--- src/rtl/seg_pkg.sv ---
// Shared constants for the active-low 7-segment capture path: digit patterns,
// blank/invalid codes and the capture FSM state encoding.
package seg_pkg;

    // Patterns are listed a..g, bit 6 = a, active-low (0 = lit).
    localparam logic [6:0] SEG_0     = 7'b0000001;
    localparam logic [6:0] SEG_1     = 7'b1001111;
    localparam logic [6:0] SEG_2     = 7'b0010010;
    localparam logic [6:0] SEG_3     = 7'b0000110;
    localparam logic [6:0] SEG_4     = 7'b1001100;
    localparam logic [6:0] SEG_5     = 7'b0100100;
    localparam logic [6:0] SEG_6     = 7'b0100000;
    localparam logic [6:0] SEG_7     = 7'b0001111;
    localparam logic [6:0] SEG_8     = 7'b0000000;
    localparam logic [6:0] SEG_9     = 7'b0001100;
    localparam logic [6:0] SEG_BLANK = 7'b1111111;

    localparam logic [3:0] CODE_BLANK   = 4'hE;
    localparam logic [3:0] CODE_INVALID = 4'hF;

    typedef enum logic [1:0] {
        ST_IDLE,
        ST_SETTLE,
        ST_SAMPLE,
        ST_RELEASE
    } state_t;

endpackage

--- src/rtl/seg7_to_bcd.sv ---
// Active-low 7-segment pattern to BCD code; blank gives CODE_BLANK, anything
// unrecognised gives CODE_INVALID with err_o set.
// Purely combinational, no flow control.
module seg7_to_bcd
    import seg_pkg::*;
(
    input  logic [6:0] seg_n_i,
    output logic [3:0] code_o,
    output logic       err_o
);

    always_comb begin
        code_o = CODE_INVALID;
        err_o  = 1'b1;
        case (seg_n_i)
            SEG_0:     begin code_o = 4'd0;       err_o = 1'b0; end
            SEG_1:     begin code_o = 4'd1;       err_o = 1'b0; end
            SEG_2:     begin code_o = 4'd2;       err_o = 1'b0; end
            SEG_3:     begin code_o = 4'd3;       err_o = 1'b0; end
            SEG_4:     begin code_o = 4'd4;       err_o = 1'b0; end
            SEG_5:     begin code_o = 4'd5;       err_o = 1'b0; end
            SEG_6:     begin code_o = 4'd6;       err_o = 1'b0; end
            SEG_7:     begin code_o = 4'd7;       err_o = 1'b0; end
            SEG_8:     begin code_o = 4'd8;       err_o = 1'b0; end
            SEG_9:     begin code_o = 4'd9;       err_o = 1'b0; end
            SEG_BLANK: begin code_o = CODE_BLANK; err_o = 1'b0; end
            default:   ;
        endcase
    end

endmodule

--- src/rtl/seg_scan_capture.sv ---
// Recovers BCD digits from a multiplexed active-low 7-seg bus into coherent frames.
// Latency: pad strobe to sample 3+SETTLE cycles; frame_valid 2 cycles after final sample.
// No backpressure; optional SEG_SCAN_CAPTURE_CONFIRM_EN requires two matching frames per digit.
module seg_scan_capture
    import seg_pkg::*;
#(
    parameter int N_DIGITS = 4,
    parameter int SETTLE   = 8,
    parameter int TIMEOUT  = 65535
) (
    input  logic                  clk,
    input  logic                  reset,
    input  logic [6:0]            seg_n,
    input  logic [N_DIGITS-1:0]   dig_n,
    output logic [4*N_DIGITS-1:0] digits,
    output logic [N_DIGITS-1:0]   digit_err,
    output logic                  frame_valid,
    output logic                  stale
);

    localparam int IDX_W = (N_DIGITS > 1) ? $clog2(N_DIGITS) : 1;
    localparam int CNT_W = $clog2(SETTLE + 1);
    localparam int TMO_W = $clog2(TIMEOUT + 1);
    localparam logic [CNT_W-1:0] CNT_LAST = CNT_W'(SETTLE - 1);
    localparam logic [TMO_W-1:0] TMO_MAX  = TMO_W'(TIMEOUT);

    logic [6:0]            seg_s1_q, seg_s2_q;
    logic [N_DIGITS-1:0]   dig_s1_q, dig_s2_q;
    state_t                state_q, state_d;
    logic [IDX_W-1:0]      idx_q, idx_d, strb_idx;
    logic [CNT_W-1:0]      cnt_q, cnt_d;
    logic [TMO_W-1:0]      tmo_q, tmo_d;
    logic [N_DIGITS-1:0]   mask_q, mask_d;
    logic [4*N_DIGITS-1:0] stage_q, stage_d, digits_q, digits_d;
    logic [N_DIGITS-1:0]   stage_err_q, stage_err_d, err_q, err_d;
    logic                  fv_q, stale_q, stale_d;
    logic [3:0]            low_cnt, dec_code;
    logic                  strb_vld, strb_same, dec_err, commit;

    always_ff @(posedge clk) begin
        if (reset) begin
            seg_s1_q <= SEG_BLANK;
            seg_s2_q <= SEG_BLANK;
            dig_s1_q <= '1;
            dig_s2_q <= '1;
        end else begin
            seg_s1_q <= seg_n;
            seg_s2_q <= seg_s1_q;
            dig_s1_q <= dig_n;
            dig_s2_q <= dig_s1_q;
        end
    end

    // Zero-hot and multi-hot strobes both count as "no strobe".
    always_comb begin
        strb_idx = '0;
        low_cnt  = '0;
        for (int i = 0; i < N_DIGITS; i++) begin
            if (!dig_s2_q[i]) begin
                strb_idx = IDX_W'(i);
                low_cnt  = low_cnt + 4'd1;
            end
        end
    end

    assign strb_vld  = (low_cnt == 4'd1);
    assign strb_same = strb_vld && (strb_idx == idx_q);
    assign commit    = &mask_q;

    seg7_to_bcd u_dec (
        .seg_n_i (seg_s2_q),
        .code_o  (dec_code),
        .err_o   (dec_err)
    );

    always_comb begin
        state_d     = state_q;
        idx_d       = idx_q;
        cnt_d       = cnt_q;
        stage_d     = stage_q;
        stage_err_d = stage_err_q;
        mask_d      = commit ? '0 : mask_q;
        unique case (state_q)
            ST_IDLE: begin
                if (strb_vld) begin
                    idx_d   = strb_idx;
                    cnt_d   = '0;
                    state_d = ST_SETTLE;
                end
            end
            ST_SETTLE: begin
                if (!strb_same)            state_d = ST_IDLE;
                else if (cnt_q == CNT_LAST) state_d = ST_SAMPLE;
                else                        cnt_d   = cnt_q + CNT_W'(1);
            end
            ST_SAMPLE: begin
                stage_d[{idx_q, 2'b00} +: 4] = dec_code;
                stage_err_d[idx_q]           = dec_err;
                mask_d[idx_q]                = 1'b1;
                state_d                      = ST_RELEASE;
            end
            ST_RELEASE: begin
                if (!strb_same) state_d = ST_IDLE;
            end
            default: state_d = ST_IDLE;
        endcase
    end

    // A commit in the same cycle as timeout expiry leaves stale clear.
    always_comb begin
        tmo_d = tmo_q;
        if (strb_vld)              tmo_d = '0;
        else if (tmo_q != TMO_MAX) tmo_d = tmo_q + TMO_W'(1);
        stale_d = stale_q;
        if (commit)                stale_d = 1'b0;
        else if (tmo_d == TMO_MAX) stale_d = 1'b1;
    end

`ifdef SEG_SCAN_CAPTURE_CONFIRM_EN
    logic [4*N_DIGITS-1:0] prev_q;
    logic [N_DIGITS-1:0]   prev_err_q;

    always_comb begin
        digits_d = digits_q;
        err_d    = err_q;
        for (int i = 0; i < N_DIGITS; i++) begin
            if (stage_q[i*4 +: 4] == prev_q[i*4 +: 4] && stage_err_q[i] == prev_err_q[i]) begin
                digits_d[i*4 +: 4] = stage_q[i*4 +: 4];
                err_d[i]           = stage_err_q[i];
            end
        end
    end

    always_ff @(posedge clk) begin
        if (reset) begin
            prev_q     <= {N_DIGITS{CODE_BLANK}};
            prev_err_q <= '0;
        end else if (commit) begin
            prev_q     <= stage_q;
            prev_err_q <= stage_err_q;
        end
    end
`else
    assign digits_d = stage_q;
    assign err_d    = stage_err_q;
`endif

    always_ff @(posedge clk) begin
        if (reset) begin
            state_q     <= ST_IDLE;
            idx_q       <= '0;
            cnt_q       <= '0;
            tmo_q       <= '0;
            mask_q      <= '0;
            stage_q     <= '0;
            stage_err_q <= '0;
            digits_q    <= {N_DIGITS{CODE_BLANK}};
            err_q       <= '0;
            fv_q        <= 1'b0;
            stale_q     <= 1'b1;
        end else begin
            state_q     <= state_d;
            idx_q       <= idx_d;
            cnt_q       <= cnt_d;
            tmo_q       <= tmo_d;
            mask_q      <= mask_d;
            stage_q     <= stage_d;
            stage_err_q <= stage_err_d;
            fv_q        <= commit;
            stale_q     <= stale_d;
            if (commit) begin
                digits_q <= digits_d;
                err_q    <= err_d;
            end
        end
    end

    assign digits      = digits_q;
    assign digit_err   = err_q;
    assign frame_valid = fv_q;
    assign stale       = stale_q;

endmodule
--- config.mk ---
export PLATFORM = sky130hd
export DESIGN_NAME = seg_scan_capture
export DESIGN_NICKNAME = d
export VERILOG_FILES = /design/src/rtl/seg_pkg.sv /design/src/rtl/seg7_to_bcd.sv /design/src/rtl/seg_scan_capture.sv
export SDC_FILE = /design/constraint.sdc
export NUM_CORES = 1
export LEC_CHECK = 0
export ABC_AREA = 1
export BUFFER_PORTS_ARGS = -buffer_cell sky130_fd_sc_hd__buf_2
export CORE_MARGIN = 5
export CORE_UTILIZATION = 60
export DETAILED_ROUTE_END_ITERATION = 6
export PLACE_DENSITY = 0.9
export SLEW_MARGIN = 40
export SYNTH_ARGS = -nofsm -noshare
export SYNTH_HDL_FRONTEND = slang
export SYNTH_SLANG_ARGS = --single-unit
--- constraint.sdc ---
create_clock -name clk -period 4.3 [get_ports clk]
set_input_delay 0.215 -clock clk [delete_from_list [all_inputs] [get_ports clk]]
set_output_delay 0.215 -clock clk [all_outputs]
set_load 0.05 [all_outputs]
After elaboration in Yosys (flattened, before gate mapping)
Cells that the tools add are included.

Bits of input ports: 13. Flip-flop bits (word level): 92. Logic and storage cells: 88.

Bitwise gates (word level): 1. Shift-type cells: 2. Equality and inequality tests: 23. $add $sub $neg: 6. Mux-type cells: 28. Magnitude comparators: 2. Reductions and logical operators: 11.

Operator list (count): 4-bit case mux with 11 select lines (1); 16-bit two-way mux (2); 4-bit two-way mux (8); 7-bit == test (second input constant) (3); 16-bit by 1-bit adder with 16-bit output (second input constant) (1); 4-bit by 1-bit adder with 4-bit output (second input constant) (4); 16-bit bitwise mux (1); 16-bit == test (second input constant) (1); 16-bit != test (second input constant) (1); 4-bit by 6-bit variable shift with 16-bit output (first input constant) (1); 4-bit by 6-bit indexed part select with 16-bit output (1); 7-bit by 4-bit == test with 1-bit output (second input constant) (2); 7-bit by 6-bit == test with 1-bit output (second input constant) (2); 2-bit two-way mux (6); 11-bit OR reduction (1); 2-bit != test (second input constant) (4); 2-bit case mux with 4 select lines (1); 4-bit case mux with 2 select lines (1); 4-bit AND reduction (2); 7-bit by 1-bit == test with 1-bit output (second input constant) (1); 7-bit by 3-bit == test with 1-bit output (second input constant) (1); 7-bit by 5-bit == test with 1-bit output (second input constant) (1); 7-bit zero test (1); 1-bit two-way mux (6); 17 further kinds (20).

Logic depth before layout (Yosys ltp)
Gate-level depths: netlist (run 1).

Word-level depth: 12. Gate-level depth with buffers: 19.

Hierarchy
From an unflattened synthesis (run 1), not the netlist that was laid out.

Cells, all modules: 573. Area total of the unflattened synthesis: 4249.1 um^2.

Modules (own cells, without submodules): seg_scan_capture (instances 1, cells an instance 512, area an instance 3966.3 um^2); seg7_to_bcd (instances 1, cells an instance 61, area an instance 282.8 um^2).

Worst setup path before layout (run 1)
Ideal clock, no wire load.

Kind: register to register. From: reg dig_s2_q[0]. To: reg cnt_q[1]. Setup slack: 2150 ps. Buffers on the path: 0. Clock period less this slack: 2150 ps. Setup time: 116 ps. Stages on the path, launching flop included: 20. Data required time: 4184 ps. Arrival: 2034 ps. Cells stage by stage: dfxtp_1 inv_1 ha_1 inv_1 nand2_1 nand2_1 inv_1 ha_1 nor2_1 nand2_1 o21ai_1 nand2_2 inv_1 nand2_1 nor2_2 nand2_1 nand2_2 inv_1 nor2_1 nor2_1.

Longest elaborated chain between the ends: 11.

RTL lines: from (decl) (line seg_scan_capture.sv:28) `logic [N_DIGITS-1:0] dig_s1_q, dig_s2_q;`; from (signal assigned) (line seg_scan_capture.sv:50) `dig_s2_q <= dig_s1_q;`; 1-bit two-way mux * (line seg_scan_capture.sv:59) `if (!dig_s2_q[i]) begin`; 4-bit by 1-bit adder with 4-bit output (line seg_scan_capture.sv:61) `low_cnt = low_cnt + 4'd1;`; 4-bit two-way mux * (line seg_scan_capture.sv:59); 4-bit by 1-bit adder with 4-bit output (line seg_scan_capture.sv:61); 4-bit two-way mux * (line seg_scan_capture.sv:59); 4-bit by 1-bit adder with 4-bit output (line seg_scan_capture.sv:61); 4-bit two-way mux * (line seg_scan_capture.sv:59); 4-bit by 1-bit == test with 1-bit output * (line seg_scan_capture.sv:66) `assign strb_vld = (low_cnt == 4'd1);`; 1-bit logical AND (line seg_scan_capture.sv:67) `assign strb_same = strb_vld && (strb_idx == idx_q);`; 2-bit != test (no source line); 4-bit AND reduction (no source line) *; to (signal assigned) (line seg_scan_capture.sv:164) `cnt_q <= cnt_d;`; to (decl) (line seg_scan_capture.sv:31) `logic [CNT_W-1:0] cnt_q, cnt_d;`.

Mark *: on every way between the ends. The rest lies on a longest branch, timed or not. A chain may end at the register's enable or synchronous reset.

Final worst setup path (run 1)
From: reg dig_s2_q[1]. To: reg cnt_q[0].

Longest elaborated chain between the ends: 9.

RTL lines (line): 4-bit two-way mux (seg_scan_capture.sv:59); 4-bit by 1-bit adder with 4-bit output (seg_scan_capture.sv:61); 4-bit two-way mux (seg_scan_capture.sv:59); 4-bit by 1-bit adder with 4-bit output (seg_scan_capture.sv:61); 4-bit two-way mux (seg_scan_capture.sv:59); 4-bit by 1-bit == test with 1-bit output (seg_scan_capture.sv:66); 1-bit logical AND (seg_scan_capture.sv:67); 2-bit != test (no source line); 4-bit AND reduction (no source line) *.

Marks and branches as above.

==> results of run 1 <==
## synthesized netlist by cell type (8+ instances only)
master / number / area share
sky130_fd_sc_hd__nand3_1: 42 / 0.051
sky130_fd_sc_hd__ha_1: 13 / 0.039
sky130_fd_sc_hd__a21oi_1: 35 / 0.042
sky130_fd_sc_hd__inv_1: 51 / 0.046
sky130_fd_sc_hd__nor2_2: 8 / 0.012
sky130_fd_sc_hd__nor2_1: 77 / 0.070
sky130_fd_sc_hd__clkbuf_1: 16 / 0.014
sky130_fd_sc_hd__nand2_1: 153 / 0.14
sky130_fd_sc_hd__nand4_1: 14 / 0.021
sky130_fd_sc_hd__o21ai_0: 23 / 0.028
sky130_fd_sc_hd__dfxtp_1: 92 / 0.44
sky130_fd_sc_hd__or2_2: 22 / 0.033
## cell usage in the layout, fill, tap and decap left out, types with 3 or more instances in the layout
master / count
sky130_fd_sc_hd__o21ai_1: 3
sky130_fd_sc_hd__nor2_2: 8
sky130_fd_sc_hd__xor2_1: 5
sky130_fd_sc_hd__nand3_1: 42
sky130_fd_sc_hd__a21oi_1: 35
sky130_fd_sc_hd__buf_2: 34
sky130_fd_sc_hd__dfxtp_1: 92
sky130_fd_sc_hd__o21ai_0: 23
sky130_fd_sc_hd__clkbuf_8: 10
sky130_fd_sc_hd__ha_1: 13
sky130_fd_sc_hd__nand4_1: 14
sky130_fd_sc_hd__nand2_1: 153
sky130_fd_sc_hd__o21bai_1: 4
sky130_fd_sc_hd__nor2_1: 77
sky130_fd_sc_hd__nor3_1: 6
sky130_fd_sc_hd__or2_2: 22
sky130_fd_sc_hd__nand2_2: 4
sky130_fd_sc_hd__inv_1: 51
## state kept, by name, summed over array words and instances (netlist names), 4 cells and up, named ones only
name	count
digits	16
digits_d	16
tmo_q	16
seg_s1_q	7
seg_s2_q	7
cnt_q	4
dig_s1_q	4
dig_s2_q	4
digit_err	4
err_d	4
mask_q	4
## logic make-up after synthesis
family | synth area share
XOR/XNOR | 0.01265
AND/OR/NAND/NOR | 0.3528
adder cells (fa/ha/maj) | 0.03917
buffers and inverters | 0.06719
flip-flops | 0.4435
AO/OA/AOI/OAI | 0.08466
## area by class of cell
cell class | instances | share of cell area
Tap cell | 80 | 0.02179
Sequential cell | 92 | 0.4009
Multi-Input combinational cell | 418 | 0.4423
Timing Repair Buffer | 36 | 0.04031
Inverter | 54 | 0.04412
Clock buffer | 10 | 0.02996
Clock inverter | 6 | 0.02070
## per-stage QoR
stage | instances | hold WS [ns] | util | setup WS, ns | total power, mW
4_1_cts | 696 | 0.01184 | 0.6800 | 1.756 | 1.685
6_report | 696 | 0.03068 | 0.6800 | 1.753 | 1.673
5_1_grt | 696 | 0.008025 | 0.6800 | 1.440 | 1.745
2_1_floorplan | 582 | 0.3188 | - | 2.150 | 1.005
3_3_place_gp | 680 | 0.3922 | 0.6456 | 1.937 | 1.025
3_5_place_dp | 680 | 0.3923 | 0.6456 | 1.768 | 1.034
## metal layers
layer / vias to the layer above / wire, um
met3: 9 / 411
met5: - / 0
met4: 0 / 110
met1: 1648 / 3840
met2: 101 / 4095
li1: 1907 / -
## power groups by stage
stage                     clock network (mW)  logic, mW  registers, mW
after floorplan                            0      0.102          0.903
after global placement                     0      0.116          0.908
after detailed placement                   0      0.124          0.910
after CTS                              0.670      0.125          0.890
after global routing                   0.707      0.143          0.894
final                                  0.657      0.126          0.891
## worst max-delay path, stage by stage (launching register included)
cell                      delay, ns
sky130_fd_sc_hd__dfxtp_1       0.38
sky130_fd_sc_hd__inv_1         0.06
sky130_fd_sc_hd__ha_1          0.30
sky130_fd_sc_hd__inv_1         0.06
sky130_fd_sc_hd__nand2_1       0.04
sky130_fd_sc_hd__nand2_1       0.09
sky130_fd_sc_hd__inv_1         0.05
sky130_fd_sc_hd__ha_1          0.27
sky130_fd_sc_hd__nor2_1        0.08
sky130_fd_sc_hd__nand2_1       0.06
sky130_fd_sc_hd__o21ai_1       0.09
sky130_fd_sc_hd__nand2_2       0.21
sky130_fd_sc_hd__inv_1         0.13
sky130_fd_sc_hd__nand2_1       0.08
sky130_fd_sc_hd__nor2_2        0.10
sky130_fd_sc_hd__nand2_1       0.11
sky130_fd_sc_hd__nand2_2       0.11
sky130_fd_sc_hd__inv_1         0.06
sky130_fd_sc_hd__nor2_1        0.09
sky130_fd_sc_hd__nor2_1        0.06
## worst paths after layout
path / startpoint / endpoint / slack [ns] / cells after the start
max: dig_s2_q[1] / cnt_q[0] / 1.75 / 19
min: dig_n[0] / dig_s1_q[0] / 0.03 / 2
max reg2reg: dig_s2_q[1] / cnt_q[0] / 1.75 / 19
min reg2reg: dig_s1_q[1] / dig_s2_q[1] / 0.41 / 1
==> results.txt, run 1 <==
----------------------------------------------------
[Global routing]
  Number of global-route vias before repair ... 3316
  Met1 track demand over resource ... 0.2434
  Residual overflow from global routing ... 0
  Layer with the highest usage ... met2
  Pin count of the biggest net entering global routing ... 61
  Met2 capacity usage during global routing ... 0.3491
  Wire length of the first global-routing pass ... 14250 um
  Met3 capacity usage during global routing ... 0.04264
  Antenna violations before repair ... 0
  GRT Util Overall ... 0.2034

[CTS]
  Number of instances resized during post-cts repair ... 0
  TritonCTS clock tree ... yes
  Clock-pin slew reported for the worst setup and hold paths after clock tree synthesis ... around 0.090 ns
  Number of hold-repair buffers added at the cts stage ... 0
  Clock buffers created by TritonCTS ... 9
  Sink count of the clock tree ... between 90 and 100
  Level count of the clock H-tree ... 3
  Clock tree root driver cell ... sky130_fd_sc_hd__clkbuf_8
  Clock latency on the worst-skew pair ... about 0.36 ns
  Postcts setup bufs ... 0
  Maximum buffer depth of the clock tree ... 2

[Min path]
  Min-Delay Path Class ... input port to flip-flop

[Placed design]
  Cell area after placement ... 4362 um2
  DPL Wire Length ... 5980 um
  Count of input and output buffers ... 34
  Placer's final routability congestion estimate ... 0.9236

[Critical path]
  Signal arrival time at the worst endpoint ... 2.80 ns
  Required time at the worst-slack endpoint ... ~4.6 ns
  Critical path class ... flip-flop to flip-flop
  Endpoint kind of the worst setup timing path ... flip-flop
  Element type at the critical path start ... flip-flop
  Maximum fanout count along the critical path ... 18

[Yosys]
  Async SR Flop Fraction ... 0
  YS warnings ... 0
  Flip-flop cell with the highest count after synthesis ... sky130_fd_sc_hd__dfxtp_1
  Synth Net Count ... 608
  Proportion of synthesized chip area in sequential cells ... 0.4435
  Synth cell types ... 29
  Register bit total from synthesis ... 92
  Number of enable flip-flop cells after synthesis ... 0
  Instance count of the mapped netlist ... 582
  Syn_area_per_cell ... 7.135 um2
  Post-synth design cell area ... 4153 um2

[Route]
  Vias ... roughly 3700
  Average wire per cell in the routed design ... 12.15 um
  Antenna viol nets, final ... 0
  Wire length reported by the detailed router ... 8457 um
  Vias per std cell ... 5.266
  Detailed Routing Iterations Pass 1 ... 4
  Number of DRC markers in iteration 0 ... 184
  Number of remaining DRC errors ... 0

[Floorplanning]
  I/O pins ... 35
  Core region area ... 6756 um2
  Number of core rows ... 30
  Die W ... 93.20 um
  Height of the die ... 93.20 um
  Initial core utilization ... 0.6146
  Floorplan die area ... 8685 um2

[Timing]
  Relative max-transition margin ... 0.4586
  Hold violation count in the final report ... 0
  Peak clock frequency supported by timing ... 392.6 MHz
  Final critical delay including setup and external delays ... 2.547 ns
  TNS Setup ... 0 ns
  Part of the cycle the worst path needs ... 0.5923
  Transition time at the pin with the least slew margin ... between 0.8 and 0.9 ns
  Max-slew violation total from the final report ... 0
  Final setup vio count ... 0
  Setup repair after global routing missed its margin ... no
  Fin Clk Skew ... around 0.0076 ns

[Outcome]
  Outcome ... finished clean

[Layout]
  Sequential cell area in the final layout ... 1842 um2
  Total number of nets in the final design ... between 600 and 700
  Layout Cell Area excl Fill ... 4594 um2
  Area occupied by multi-input gates ... approximately 2000 um2
  Synthesis-to-finish area growth ... 10.64%
  Number of fill cells ... 534
  Count of antenna diodes in the layout ... 0
  Layout cell share with drive strength beyond 1 ... 0.1526

[Power and ir drop]
  Clk pwr share ... 0.392
  Cell-internal power ... 1.260 mW
  Sequential power share ... 0.533
  Net switching component of the power ... ~410 uW
  Worst vdd rail ir drop ... roughly 250 uV
  Lkg Pwr ... between 2 and 2.5 nW
  Switching fraction of total power ... 0.2467
  Cell Pwr Density ... between 300 and 400 nW/um2
  Comb power frac ... 0.075

[Flow run]
  Max-cap viol count ... 0

----------------------------------------------------
(Power assumes the default switching activity.)
==> inputs of run 2 (changes only) <==
--- a/config.mk
+++ b/config.mk
@@ -8,9 +8,9 @@
 export ABC_AREA = 1
 export BUFFER_PORTS_ARGS = -buffer_cell sky130_fd_sc_hd__buf_2
 export CORE_MARGIN = 5
-export CORE_UTILIZATION = 60
+export CORE_UTILIZATION = 53
 export DETAILED_ROUTE_END_ITERATION = 6
-export PLACE_DENSITY = 0.9
+export PLACE_DENSITY = 0.85
 export SLEW_MARGIN = 40
 export SYNTH_ARGS = -nofsm -noshare
 export SYNTH_HDL_FRONTEND = slang
==> constraint.sdc (replaced) <==
create_clock -name clk -period 2.2 [get_ports clk]
set_input_delay 0.11 -clock clk [delete_from_list [all_inputs] [get_ports clk]]
set_output_delay 0.11 -clock clk [all_outputs]
set_load 0.05 [all_outputs]
==> run 2 against run 1 <==
  * The run now ends with setup timing left
  * Sequential power up 94%
  * Routed wire length up 3.3%
  * Worst hold slack better by 0.29 ns
  * Setup slack worse by 1.8 ns
  * Flip-flop and latch count unchanged
  * Clock power up 81%
  * Non-clock buffer count up 18
  * Clock-buffer cell count down 1
  * Clock skew up 0.0017 ns
  * Utilization down 4.7 points
  * Final area up 5.9%
==> results.txt, run 2 (synthesized netlist as in run 1, its figures left out) <==
----------------------------------------------------
[Outcome]
  Outcome ... complete, but fails checks (was finished clean)
  Violations in the final reports ... setup timing

[Route]
  Number of remaining DRC errors ... 0 (unchanged)
  Vias per std cell ... 5.156 (was 5.266)
  Antenna viol nets, final ... 0 (unchanged)
  Average wire per cell in the routed design ... 11.87 um (was 12.15 um)
  Vias ... 3795 (was 3665)
  Detailed Routing Iterations Pass 1 ... 5 (was 4)
  Number of DRC markers in iteration 0 ... 219 (was 184)
  Wire length reported by the detailed router ... 8735 um (was 8457 um)

[Global routing]
  Residual overflow from global routing ... 0 (unchanged)
  Number of global-route vias before repair ... 3403 (was 3316)
  Pin count of the biggest net entering global routing ... 60 (was 61)
  Antenna violations before repair ... 0 (unchanged)
  GRT Util Overall ... 0.1746 (was 0.2034)
  Wire length of the first global-routing pass ... 14340 um (was 14250 um)

[Timing]
  Final setup vio count ... 1 (was 0)
  Hold violation count in the final report ... 0 (unchanged)
  Part of the cycle the worst path needs ... 1.005 (was 0.5923)
  Final critical delay including setup and external delays ... 2.211 ns (was 2.547 ns)
  Setup repair after global routing missed its margin ... yes (was no)
  Max-slew violation total from the final report ... 0 (unchanged)
  Relative max-transition margin ... 0.5182 (was 0.4586)
  Transition time at the pin with the least slew margin ... 0.7182 ns (was 0.8112 ns)
  Fin Clk Skew ... 0.009274 ns (was 0.007592 ns)
  Worst setup margin ... -0.01090 ns (was 1.753 ns)
  Peak clock frequency supported by timing ... 452.3 MHz (was 392.6 MHz)

[Layout]
  Total number of nets in the final design ... 655 (was 637)
  Layout Cell Area excl Fill ... 4863 um2 (was 4594 um2)
  Most common cell after layout, fill and taps aside ... sky130_fd_sc_hd__nand2_1 (unchanged)
  Number of fill cells ... 656 (was 534)
  Commonest non-fill, non-tap cells in the layout ... 145 x sky130_fd_sc_hd__nand2_1, 90 x sky130_fd_sc_hd__dfxtp_1, 73 x sky130_fd_sc_hd__nor2_1 (was 153 x sky130_fd_sc_hd__nand2_1, 92 x sky130_fd_sc_hd__dfxtp_1, 77 x sky130_fd_sc_hd__nor2_1)
  Count of antenna diodes in the layout ... 0 (unchanged)
  Synthesis-to-finish area growth ... 17.11% (was 10.64%)
  Core Util, Final ... 0.6327 (was 0.6800)
  Layout cell share with drive strength beyond 1 ... 0.2019 (was 0.1526)

[Critical path]
  Worst Reg2Reg Path Length in Cells ... 19 (unchanged)
  Beginning of the worst register-to-register path ... dig_s2_q[0] (was dig_s2_q[1])
  Signal arrival time at the worst endpoint ... 2.47 ns (was 2.80 ns)
  Endpoint kind of the worst setup timing path ... flip-flop (unchanged)
  Critical path class ... flip-flop to flip-flop (unchanged)
  Minimum setup slack among reg-to-reg paths ... -0.01 ns (was 1.75 ns)
  Reg-to-reg endpoint ... cnt_q[0] (unchanged)
  Required time at the worst-slack endpoint ... 2.46 ns (was 4.55 ns)
  Maximum fanout count along the critical path ... 5 (was 18)
  Element type at the critical path start ... flip-flop (unchanged)

[Power and ir drop]
  Cell Pwr Density ... 668.7 nW/um2 (was 364.1 nW/um2)
  Switching fraction of total power ... 0.2692 (was 0.2467)
  Worst vdd rail ir drop ... 422.0 uV (was 249.5 uV)
  Sequential power share ... 0.532 (was 0.533)
  Clk pwr share ... 0.367 (was 0.392)
  Cell-internal power ... 2.376 mW (was 1.260 mW)
  Net switching component of the power ... 875.4 uW (was 412.8 uW)
  Comb power frac ... 0.101 (was 0.075)
  Lkg Pwr ... 2.122 nW (was 2.049 nW)

[Min path]
  Startpoint of the worst hold path ... reset (was dig_n[0])
  Worst hold path depth ... 3 (was 2)
  Worst Hold Endpoint ... digits_d[14] (was dig_s1_q[0])
  Min-Delay Path Class ... input port to flip-flop (unchanged)

[Placed design]
  Cell area after placement ... 4412 um2 (was 4362 um2)
  Count of input and output buffers ... 34 (unchanged)
  DPL Wire Length ... 5949 um (was 5980 um)
  Placer's final routability congestion estimate ... 0.8886 (was 0.9236)

[Floorplanning]
  Height of the die ... 98.52 um (was 93.20 um)
  Initial core utilization ... 0.5402 (was 0.6146)
  I/O pins ... 35 (unchanged)
  Number of core rows ... 32 (was 30)
  Die W ... 98.52 um (was 93.20 um)
  Floorplan die area ... 9705 um2 (was 8685 um2)
  Core region area ... 7687 um2 (was 6756 um2)

[CTS]
  Clock-pin slew reported for the worst setup and hold paths after clock tree synthesis ... 0.10 ns (was 0.09 ns)
  Clock tree root driver cell ... sky130_fd_sc_hd__clkbuf_8 (unchanged)
  Level count of the clock H-tree ... 3 (unchanged)
  Clock latency on the worst-skew pair ... 0.36 ns (about the same)
  Sink count of the clock tree ... 92 (unchanged)
  Clock buffers created by TritonCTS ... 9 (unchanged)
  TritonCTS clock tree ... yes (unchanged)
  Maximum buffer depth of the clock tree ... 2 (unchanged)

[Flow run]
  Max-cap viol count ... 0 (unchanged)

----------------------------------------------------
-- run 2: changes by cell type in the layout (fill, tap and decap cells not counted), sizes merged --
| cell | previous run | this run |
|---|---|---|
| buf | 36 | 43 |
| inv | 55 | 57 |
| bufinv | 2 | 1 |
| dlygate4sd3 | 0 | 11 |
| clkinv | 1 | 2 |
| clkbuf | 10 | 9 |
| clkinvlp | 2 | 1 |
-- run 2: final cells by class --
class                   count  area [um2]  area share
well taps                 102       127.6     0.02624
multi-input cells         418        2123      0.4366
inverters                  54       202.7     0.04168
repair buffers             54       355.3     0.07306
flip-flops and latches     92        1844      0.3792
clock buffers               9       123.9     0.02547
clock inverters             7       86.33     0.01775
-- run 2: timing repair --
action                                 4_1_cts  5_1_grt
cloned                                       0        0
pin swaps                                    6       13
resized for setup                           10       25
hold buffers                                11        0
setup buffers                                3        1
setup endpoints to repair                    6       14
endpoints found under the hold margin       11        0
-- run 2: worst max-delay path by stage --
stage                     cells after the start        to   startpoint
final                                        19  cnt_q[0]  dig_s2_q[0]
after global routing                         19  cnt_q[0]  dig_s2_q[0]
after CTS                                    19  cnt_q[0]  dig_s2_q[0]
after detailed placement                     19  cnt_q[0]  dig_s2_q[0]
after global placement                       19  cnt_q[1]  dig_s2_q[0]
after floorplan                              19  cnt_q[1]  dig_s2_q[0]
-- run 2: metrics by stage --
step           setup TNS (ns)  hold WS (ns)  std cells  setup slack [ns]  power [mW]
6_report             -0.01090        0.3201        736          -0.01090       3.252
5_1_grt               -0.2854        0.3446        736           -0.1019       3.400
4_1_cts                     0        0.3057        735          0.003778       3.243
3_5_place_dp          -0.3664        0.2950        705           -0.1129       2.029
3_3_place_gp                0        0.2919        705           0.07035       2.016
2_1_floorplan               0        0.2138        582           0.05021       1.964
-- run 2: per-layer routing --
| metal | track usage | vias up | wire (um) |
|---|---|---|---|
| li1 | - | 1945 | - |
| met1 | 0.2209 | 1745 | 3915 |
| met2 | 0.3001 | 91 | 4259 |
| met3 | 0.03892 | 14 | 440 |
| met4 | 0.04832 | 0 | 119 |
| met5 | 0 | - | 0 |
-- run 2: power groups by stage --
| stage | clock [mW] | sequential [mW] | combinational (mW) |
|---|---|---|---|
| after floorplan | 0 | 1.76 | 0.199 |
| after global placement | 0 | 1.77 | 0.251 |
| after detailed placement | 0 | 1.77 | 0.262 |
| after CTS | 1.22 | 1.73 | 0.292 |
| after global routing | 1.30 | 1.73 | 0.364 |
| final | 1.19 | 1.73 | 0.329 |
-- run 2: critical path, cell delays in order, from the launching register on --
cell and delay [ns]:
sky130_fd_sc_hd__dfxtp_2 0.35, sky130_fd_sc_hd__inv_2 0.04, sky130_fd_sc_hd__ha_4 0.27, sky130_fd_sc_hd__inv_2 0.04
sky130_fd_sc_hd__nand2_2 0.05, sky130_fd_sc_hd__nand2_2 0.06, sky130_fd_sc_hd__inv_2 0.07, sky130_fd_sc_hd__ha_4 0.19
sky130_fd_sc_hd__nor2_1 0.11, sky130_fd_sc_hd__nand2_1 0.08, sky130_fd_sc_hd__o21ai_2 0.07, sky130_fd_sc_hd__nand2_2 0.10
sky130_fd_sc_hd__inv_2 0.10, sky130_fd_sc_hd__nand2_4 0.07, sky130_fd_sc_hd__nor2_4 0.12, sky130_fd_sc_hd__nand2_4 0.08
sky130_fd_sc_hd__nand2_4 0.09, sky130_fd_sc_hd__inv_2 0.05, sky130_fd_sc_hd__nor2_1 0.12, sky130_fd_sc_hd__nor2_1 0.06
==> inputs of run 3 (changes only) <==
--- a/config.mk
+++ b/config.mk
@@ -7,8 +7,11 @@
 export LEC_CHECK = 0
 export ABC_AREA = 1
 export BUFFER_PORTS_ARGS = -buffer_cell sky130_fd_sc_hd__buf_2
+export CELL_PAD_IN_SITES_DETAIL_PLACEMENT = 0
+export CELL_PAD_IN_SITES_GLOBAL_PLACEMENT = 1
 export CORE_MARGIN = 5
-export CORE_UTILIZATION = 53
+export CORE_UTILIZATION = 39
+export CTS_CLUSTER_SIZE = 14
 export DETAILED_ROUTE_END_ITERATION = 6
 export PLACE_DENSITY = 0.85
 export SLEW_MARGIN = 40
==> run 3 against run 2 <==
  * The run now ends clean
  * Critical path depth did not move
  * Register-to-register slack improved by 0.11 ns
  * Maximum frequency rose by 5.1%
  * Clock power fell by 7%
  * Sequential share of layout area fell by 0.54 points
  * Global-route usage fell by 3.3 points
  * Via count fell by 2.8%
  * Final cell count rose by 5.2%
  * Combinational power rose by 5%
  * Setup slack improved by 0.11 ns
  * Non-clock buffer count rose by 4
  * Largest power group unchanged
==> results.txt, run 3 (synthesized netlist as in run 1, its figures left out) <==
----------------------------------------------------
[Floorplanning]
  Die W ... 113.2 um (was 98.52 um)
  I/O pins ... 35 (unchanged)
  Number of core rows ... 37 (was 32)
  Height of the die ... 113.2 um (was 98.52 um)
  Floorplan die area ... 12810 um2 (was 9705 um2)
  Core region area ... 10370 um2 (was 7687 um2)
  Initial core utilization ... 0.4005 (was 0.5402)

[Layout]
  Synthesis-to-finish area growth ... 18.80% (was 17.11%)
  Total number of nets in the final design ... 659 (was 655)
  Most common cell after layout, fill and taps aside ... sky130_fd_sc_hd__nand2_1 (unchanged)
  Count of antenna diodes in the layout ... 0 (unchanged)
  Number of fill cells ... 1028 (was 656)
  Fin cells ... 774 (was 736)
  Layout cell share with drive strength beyond 1 ... 0.2053 (was 0.2019)
  Commonest non-fill, non-tap cells in the layout ... 146 x sky130_fd_sc_hd__nand2_1, 90 x sky130_fd_sc_hd__dfxtp_1, 72 x sky130_fd_sc_hd__nor2_1 (was 145 x sky130_fd_sc_hd__nand2_1, 90 x sky130_fd_sc_hd__dfxtp_1, 73 x sky130_fd_sc_hd__nor2_1)

[Critical path]
  Critical path, cell by cell ... inv_2 > ha_4 > inv_2 > nand2_2 > nand2_2 > inv_2 > ha_4 > inv_2 > nor2_2 > xor2_1 > nand2_2 > inv_2 > nand2_4 > nor2_4 > nand2_4 > nand2_4 > inv_2 > nor2_1 > nor2_1 (was inv_2 > ha_4 > inv_2 > nand2_2 > nand2_2 > inv_2 > ha_4 > nor2_1 > nand2_1 > o21ai_2 > nand2_2 > inv_2 > nand2_4 > nor2_4 > nand2_4 > nand2_4 > inv_2 > nor2_1 > nor2_1)
  Worst-path cell with the longest stage delay ... sky130_fd_sc_hd__dfxtp_2 (unchanged)
  CP bufs+invs ... 6 (was 5)
  Max incr delay on CP ... 0.35 ns (about the same)
  Endpoint kind of the worst setup timing path ... flip-flop (unchanged)
  Signal arrival time at the worst endpoint ... 2.36 ns (was 2.47 ns)
  Element type at the critical path start ... flip-flop (unchanged)
  Most used cell, CP ... sky130_fd_sc_hd__inv_2 (unchanged)
  Kind of cell adding the most delay to the critical path ... simple AND/OR/NAND/NOR gates (unchanged)
  Required time at the worst-slack endpoint ... 2.46 ns (about the same)
  Critical path class ... flip-flop to flip-flop (unchanged)
  Maximum fanout count along the critical path ... 5 (unchanged)

[Placed design]
  Placer's final routability congestion estimate ... 0.8575 (was 0.8886)
  DPL Wire Length ... 6194 um (was 5949 um)
  Count of input and output buffers ... 34 (unchanged)
  Placed instance count ... 740 (was 705)

[Route]
  Average wire per cell in the routed design ... 11.57 um (was 11.87 um)
  Vias ... 3688 (was 3795)
  Antenna viol nets, final ... 0 (unchanged)
  Vias per std cell ... 4.765 (was 5.156)
  Wire length reported by the detailed router ... 8956 um (was 8735 um)
  Detailed Routing Iterations Pass 1 ... 7 (was 5)
  Number of remaining DRC errors ... 0 (unchanged)
  Number of DRC markers in iteration 0 ... 202 (was 219)

[Global routing]
  Antenna violations before repair ... 0 (unchanged)
  Number of global-route vias before repair ... 3281 (was 3403)
  GRT Util Overall ... 0.1412 (was 0.1746)
  Wire length of the first global-routing pass ... 15080 um (was 14340 um)
  Pin count of the biggest net entering global routing ... 60 (unchanged)
  Residual overflow from global routing ... 0 (unchanged)

[CTS]
  TritonCTS clock tree ... yes (unchanged)
  Maximum buffer depth of the clock tree ... 2 (unchanged)
  Clock latency on the worst-skew pair ... 0.36 ns (about the same)
  Clock-pin slew reported for the worst setup and hold paths after clock tree synthesis ... 0.09 ns (was 0.10 ns)
  Clock buffers created by TritonCTS ... 9 (unchanged)
  Sink count of the clock tree ... 92 (unchanged)
  Clock tree root driver cell ... sky130_fd_sc_hd__clkbuf_8 (unchanged)
  Level count of the clock H-tree ... 3 (unchanged)

[Timing]
  Part of the cycle the worst path needs ... 0.9562 (was 1.005)
  Final setup vio count ... 0 (was 1)
  Setup repair after global routing missed its margin ... yes (unchanged)
  Fin Clk Skew ... 0.01272 ns (was 0.009274 ns)
  Peak clock frequency supported by timing ... 475.4 MHz (was 452.3 MHz)
  TNS Setup ... 0 ns (was -0.01090 ns)
  Final critical delay including setup and external delays ... 2.104 ns (was 2.211 ns)
  Transition time at the pin with the least slew margin ... 0.5794 ns (was 0.7182 ns)
  Hold violation count in the final report ... 0 (unchanged)
  Max-slew violation total from the final report ... 0 (unchanged)
  Relative max-transition margin ... 0.6133 (was 0.5182)

[Min path]
  Min-Delay Path Class ... input port to flip-flop (unchanged)

[Flow run]
  Max-cap viol count ... 0 (unchanged)

[Outcome]
  Outcome ... finished clean (was complete, but fails checks)

[Power and ir drop]
  Worst vdd rail ir drop ... 380.7 uV (was 422.0 uV)
  Lkg Pwr ... 2.144 nW (was 2.122 nW)
  Cell Pwr Density ... 646.0 nW/um2 (was 668.7 nW/um2)

----------------------------------------------------
-- run 3: changes by cell type in the layout (fill, tap and decap cells not counted), sizes merged --
cell / delta
buf: +3
clkbuf: +2
bufinv: -1
clkinv: +1
inv: -1
-- run 3: cell type report --
class                      instances  area, um2  area share
timing repair buffer              58      402.9     0.08166
clock buffer                      10      137.6     0.02790
tap                              136      170.2     0.03449
inverter                          54      202.7     0.04109
multi-input combinational        418       2120      0.4296
clock inverter                     6      56.30     0.01141
sequential                        92       1844      0.3738
-- run 3: per-layer routing --
metal | wire [um] | vias up | track usage | part of all wire
met5 | 0 | - | 0 | 0
met3 | 385 | 14 | 0.02620 | 0.043
met1 | 4398 | 1656 | 0.1991 | 0.49
met2 | 3997 | 58 | 0.2145 | 0.45
met4 | 175 | 0 | 0.05288 | 0.020
li1 | - | 1960 | - | -
-- run 3: power breakdown --
part / switching (mW) / internal, mW / total (mW)
logic: 0.210 / 0.135 / 0.345
clock network: 0.645 / 0.466 / 1.11
registers: 0.0296 / 1.70 / 1.73
-- run 3: timing repair --
item	CTS	global route
gates resized for setup	5	29
hold buffers	11	0
gates cloned	0	1
buffers inserted	2	4
pin swaps	1	16
setup endpoints to repair	5	14
endpoints found under the hold margin	11	0
-- run 3: final timing paths --
| kind | to | startpoint | slack (ns) | cells past startpoint |
|---|---|---|---|---|
| min reg2reg | seg_s2_q[4] | seg_s1_q[4] | 0.41 | 1 |
| max reg2reg | cnt_q[0] | dig_s2_q[1] | 0.1 | 19 |
| min | digits[2] | reset | 0.19 | 3 |
| max | cnt_q[0] | dig_s2_q[1] | 0.1 | 19 |
-- run 3: per-stage QoR --
step / hold WS, ns / total power [mW] / worst slack, ns / instance area [um2] / util
final: 0.1865 / 3.187 / 0.09641 / 4933 / 0.4757
after global routing: 0.2325 / 3.341 / -0.06690 / 4933 / 0.4757
after CTS: 0.1925 / 3.169 / 0.003098 / 4806 / 0.4634
after detailed placement: 0.2945 / 2.037 / -0.06820 / 4462 / 0.4303
after global placement: 0.2916 / 2.027 / 0.04814 / 4462 / 0.4303
after floorplan: 0.2138 / 1.964 / 0.05021 / 4153 / -
-- run 3: worst register-to-register path: cells and delay by family (launching register included) --
kind                     cells  cell delay, ns
flip-flops                   1            0.35
XOR/XNOR                     1            0.18
buffers and inverters        6            0.32
AND/OR/NAND/NOR             10            0.78
adder cells (fa/ha/maj)      2            0.39
